### config.mk
export PLATFORM = sky130hd
export DESIGN_NAME = data_mem_ctrl
export DESIGN_NICKNAME = d
export VERILOG_FILES = /design/src/rtl/data_mem_ctrl.sv
export SDC_FILE = /design/constraint.sdc
export NUM_CORES = 2
export LEC_CHECK = 0
export CORE_UTILIZATION = 50
export DETAILED_ROUTE_END_ITERATION = 10
export PLACE_DENSITY = 0.75
export SYNTH_ARGS = -nofsm -noshare
export SYNTH_HDL_FRONTEND = slang
export SYNTH_SLANG_ARGS = --single-unit
### constraint.sdc
create_clock -name CLK -period 5 [get_ports CLK]
set_input_delay 0.75 -clock CLK [delete_from_list [all_inputs] [get_ports CLK]]
set_output_delay 0.75 -clock CLK [all_outputs]
set_load 0.02 [all_outputs]
### src/rtl/data_mem_ctrl.sv
// data_mem_ctrl: word-addressed data RAM with fixed access latency, stall and misalignment flagging
module data_mem_ctrl #(
  parameter int DEPTH       = 64,
  parameter int WAIT_CYCLES = 2
) (
  input  logic        CLK,
  input  logic        Reset,
  input  logic        MemRead,
  input  logic        MemWrite,
  input  logic [31:0] A,
  input  logic [31:0] WD,
  output logic [31:0] RD,
  output logic        Stall,
  output logic        AddrErr
);
  localparam int AW = $clog2(DEPTH);
  localparam logic [3:0] WC = 4'(WAIT_CYCLES);
  typedef enum logic {S_IDLE, S_WAIT} state_t;
  state_t state;
  logic [3:0] cnt;
  logic [AW-1:0] idx, idx_l;
  logic [31:0] wd_l;
  logic st_l, req, idle, go, done;
  logic [31:0] mem [DEPTH];
  logic unused_hi;
  assign unused_hi = ^A[31:AW+2];
  assign idx = A[AW+1:2];
  // Reset masks the request so nothing is flagged or stalled while it is held
  assign req = Reset && (MemRead || MemWrite);
  assign idle = state == S_IDLE;
  assign AddrErr = idle && req && A[1:0] != 2'b00;
  assign go = idle && req && A[1:0] == 2'b00;
  assign done = Reset && state == S_WAIT && cnt == 4'd0;
  assign Stall = WAIT_CYCLES != 0 && (go || (state == S_WAIT && cnt != 4'd0));
  assign RD = WAIT_CYCLES == 0 ? (go && !MemWrite ? mem[idx] : '0)
                               : (done && !st_l ? mem[idx_l] : '0);
  always_ff @(posedge CLK) begin
    if (!Reset) begin
      state <= S_IDLE;
      cnt <= '0;
      idx_l <= '0;
      wd_l <= '0;
      st_l <= 1'b0;
      for (int i = 0; i < DEPTH; i++) mem[i] <= '0;
    end else begin
      if (go && WAIT_CYCLES != 0) begin
        state <= S_WAIT;
        cnt <= WC - 4'd1;
        idx_l <= idx;
        wd_l <= WD;
        st_l <= MemWrite;
      end else if (state == S_WAIT) begin
        state <= cnt == 4'd0 ? S_IDLE : S_WAIT;
        cnt <= cnt - 4'd1;
      end
      if (WAIT_CYCLES == 0 && go && MemWrite) mem[idx] <= WD;
      if (done && st_l) mem[idx_l] <= wd_l;
    end
  end
endmodule

## Word-level counts from Yosys, hierarchy flattened

Memory sizes are Yosys's and may differ from the RTL's. A register that Yosys moved wholly into a read port is not among the register bits.
Cells that the tools add are included.
Widths: inputs -> output; s select.

- RAM bits: 2048
- Word-level logic and storage cells: 44
- Output and inout port bits: 34
- Memories: 1
- Register bits: 44

- Bitwise logic cells: 2
- Reductions and logical operators: 19
- Add/subtract/negate cells: 1
- Muxes and demuxes: 15

Memory list:

| name | words | bits a word | read ports | clocked after Yosys merged registers in | write ports | line | text |
|---|---|---|---|---|---|---|---|
| mem | 64 | 32 | 1 | 1 | 64 | 24 | `logic [31:0] mem [DEPTH];` |

Operators with widths:

| kind | count |
|---|---|
| $mux 32 | 2 |
| $reduce_or 32->1 | 1 |
| $mux 6 | 3 |
| $mux 1 | 10 |
| $logic_and 1x1->1 | 9 |
| $logic_not 4->1 | 1 |
| $reduce_bool 2->1 | 2 |
| $reduce_bool 4->1 | 1 |
| $sub 4x1->4 const B | 1 |
| $logic_not 2->1 | 1 |
| $logic_or 1x1->1 | 2 |
| $not 1->1 | 2 |
| $reduce_or 2->1 | 1 |
| $logic_not 1->1 | 1 |

## Depth between registers and ports, before layout

- Word-level depth: 8
- Depth in mapped cells: 10
- Depth with buffers taken out: 7

## Worst setup path before layout

OpenSTA, ideal clock, no wires.

- Path kind: input port to flip-flop
- Start: input Reset
- End: memory mem[12][0], enable pin
- Path slack: 64 ps
- Arrival time: 4470 ps
- Cell stages on the path: 7
- Buffers on the path: 3
- Cells stage by stage: buf_2 inv_2 or4_1 or3b_1 buf_6 buf_6 o21ai_0

RTL lines:

| element | line | text |
|---|---|---|
| start, declared | 7 | `input logic Reset,` |
| end, declared | 24 |  |

## Final worst setup path

- Start: register cnt[0]
- End: output RD[19]

- Word-level cells in the longest chain between the ends: 4

RTL lines:

| element | line | text |
|---|---|---|
| start, declared | 20 | `logic [3:0] cnt;` |
| start signal, assigned | 48 | `cnt <= WC - 4'd1;` |
| start signal, assigned | 54 | `cnt <= cnt - 4'd1;` |
| $logic_not 4->1 | 33 | `assign done = Reset && state == S_WAIT && cnt == 4'd0;` |
| $logic_and 1x1->1 | 33 |  |
| $logic_and 1x1->1 | 36 | `: (done && !st_l ? mem[idx_l] : '0);` |
| $mux 32 | 36 |  |
| end, declared | 12 | `output logic [31:0] RD,` |

No other way between the ends.

==> results_dict.tcl <==
set metrics [dict create \
    fin_crit_sh_pct 101 \
    yosys_register_bits 2098 \
    tritoncts "done" \
    cp.required_ns 4.25 \
    drive_above_1_share_pct 22.9 \
    design_area_um2 106000 \
    final_antenna_net_count 0 \
    core_um2 188000 \
    synth_warnings 0 \
    synth_top_cell_area_share_pct 64.7 \
    h-tree-depth 4 \
    antenna_found_initial 9 \
    fin_setup_tns_ns -0.102 \
    violations "setup timing" \
    drt-met1-wl_um 92800 \
    clk_latency_ns 0.87 \
    clkTransAtPathRegs_ns 0.06 \
    critPathMaxFanout 22 \
    ios 102 \
    grt_max_degree 76 \
    seqCellArea_um2 62600 \
    viasPerCell 6.14 \
    synth_edf_count 2048 \
    fin_crit_ns 5.03 \
    vias 52700 \
    die_h_um 438 \
    area_growth_pct 12.0 \
    drt_iter0_markers 7097 \
    fill_cells 14100 \
    drv_cap 0 \
    ir_drop_mv 0.381 \
    hold_slack_ns 0.261 \
    rows 159 \
    critPathLaunch "cnt[0]" \
    cts_buffers 199 \
    wl_um 264000 \
    portBuffers 77 \
    tightest_slew_ns 1.21 \
    die_area_um2 192000 \
    syn_nets 6054 \
    synth_area_leaders "edfxtp_1 (65%), mux4_2 (14%), and2_1 (14%)" \
    hold_path.class "input pin to flop" \
    multi_input_area_um2 30900 \
    post-dp-hpwl_um 151000 \
    start_util_pct 50.5 \
    wl_per_cell_um 30.8 \
    yosysMostFrequentCell "and2_1" \
    hold_buffers 0 \
    drc 0 \
    placed_area_um2 99600 \
    max-slew-margin-rel_pct 19.3 \
    syn_avg_cell_area_um2 15.9 \
    cts.sinks 2098 \
    hold_viol 0 \
    synth_area_leader_cell "edfxtp_1" \
    worstSetupEndpoint "RD[19]" \
    syn_area_um2 95000 \
    dp_slack_ns 0.563 \
    netlist_instances 5985 \
    stdcell_count 8577 \
    setup_viol 6 \
    synth_common_cells "and2_1 (2050), edfxtp_1 (2048), mux4_2 (579)" \
    cp-start-kind "flop" \
    power_density_nw_per_um2 347 \
    fin_util_pct 56.5 \
    worstPathArrival_ns 4.28 \
    reg2reg_from "cnt[0]" \
    top_layer_used "met5" \
    synth_flop_cell "edfxtp_1" \
    drv_slew 0 \
    root_buffer "clkbuf_16" \
    ys_types 54 \
    skew_ns 0.0425 \
    gp_congestion 0.967 \
    met2WireLength_um 126000 \
    cts.path.max_buffers 3 \
    die_x_um 438 \
    first_global_vias 52800 \
    cp-end-kind "output pin" \
    layout.nets 5973 \
    grt_pass1_wl_um 379000 \
    path_class "flop to output pin" \
    ff2ff_path_depth 7 \
    outcome "finished with violations" \
    rsz0062_at_grt "yes" \
    ys_seq_area_share_pct 65.8 \
    dr_wl_met3_um 29000 \
    p_leak_nw 36.6 \
    p_total_mw 36.9 \
    timing.fmax_mhz 199 \
    async_reset_ff_share_pct 0 \
    layout_setup_ws_ns -0.0300 \
    dp.cells 8191 \
    reg2reg_slack_ns 1.21 \
    rr_endpoint "mem[18][18]" \
    overflow 0 \
    grt.total_usage_pct 27.7 \
    first_pass_iters 6 \
]
## logic make-up (layout without fill, tap and decap cells)
| logic type | after synthesis | count (layout) | synth area share [%] |
|---|---|---|---|
| and+or+nand+nor | 2304 | 2304 | 14.8 |
| DFF | 2098 | 2098 | 65.8 |
| muxes | 723 | 723 | 15.3 |
| buffers and inverters | 637 | 730 | 2.78 |
| AOI/OAI and AO/OA | 219 | 219 | 1.34 |
| xor gates and xnor gates | 3 | 3 | 0.0277 |
| adders and majority gates | 1 | 1 | 0.0132 |
| other | 0 | 4 | 0 |
## sequential cells by signal, summed over array words and instances, names as in the netlist, named ones only
signal / count
idx_l: 6
wd_l: 32
cnt: 4
mem: 2048
st_l: 1
state: 1
## layout make-up
| cell class | count | share of cell area, % |
|---|---|---|
| antenna | 4 | 0.00941 |
| clock buffer | 241 | 4.90 |
| clock inverter | 134 | 1.15 |
| inverter | 8 | 0.0282 |
| multi-input combinational | 3250 | 29.0 |
| sequential | 2098 | 58.8 |
| tap | 2495 | 2.93 |
| timing repair buffer | 347 | 3.19 |
## worst max-delay path, cell delays in order (launching register included)
cell and delay, ns:
dfxtp_1 0.34, inv_1 0.08, ha_1 0.21, and4bb_1 0.39, nand3_1 0.12, buf_4 0.28
nor2_1 0.56, o211ai_1 0.36, a31oi_1 0.79, buf_4 0.27
## power breakdown
group	total (mW)	leakage (nW)	internal, mW	switching, mW
Sequential	20.0	21.6	19.8	0.178
Clock	15.0	3.15	8.26	6.72
Combinational	1.92	11.9	0.674	1.25
Total	36.9	36.6	28.7	8.15
## repair_timing
action	CTS	global route
setup buffers	5	0
setup endpoints to repair	23	15
endpoints found under the hold margin	0	0
cloned	1	1
resized for setup	17	21
pin swaps	3	4
## routing by layer
metal,GRT usage [%],vias to the layer above
li1,-,21800
met5,0,-
met1,35.3,27200
met2,44.5,3132
met3,6.15,564
met4,15.1,8
## cells in the final DEF (no fill, tap or decap), types with 18 or more instances in the layout
| master | netlist | routed |
|---|---|---|
| clkbuf_16 | 0 | 201 |
| o211ai_1 | 18 | 18 |
| edfxtp_1 | 2048 | 2048 |
| and2_1 | 2050 | 2050 |
| clkinv_2 | 0 | 46 |
| a21oi_1 | 59 | 57 |
| mux2i_1 | 113 | 107 |
| nor2_2 | 7 | 47 |
| clkinv_1 | 1 | 48 |
| buf_4 | 13 | 242 |
| clkbuf_1 | 464 | 36 |
| clkdlybuf4s50_1 | 0 | 54 |
| mux2_2 | 31 | 31 |
| buf_12 | 0 | 41 |
| dfxtp_2 | 0 | 33 |
| nor2_1 | 69 | 24 |
| nand2_1 | 117 | 117 |
| o21ai_4 | 0 | 64 |
| mux4_2 | 579 | 579 |
## how the worst min path moves through the flow
stage	startpoint	endpoint	slack (ns)	cells after the start
finish	Reset	state	0.26	2
global placement	wd_l[14]	wd_l[14]	0.45	2
CTS	Reset	state	0.22	2
floorplan	idx_l[0]	flop	0.46	2
detailed placement	wd_l[14]	wd_l[14]	0.45	2
global route	Reset	state	0.25	2
(Power assumes the default switching activity.)
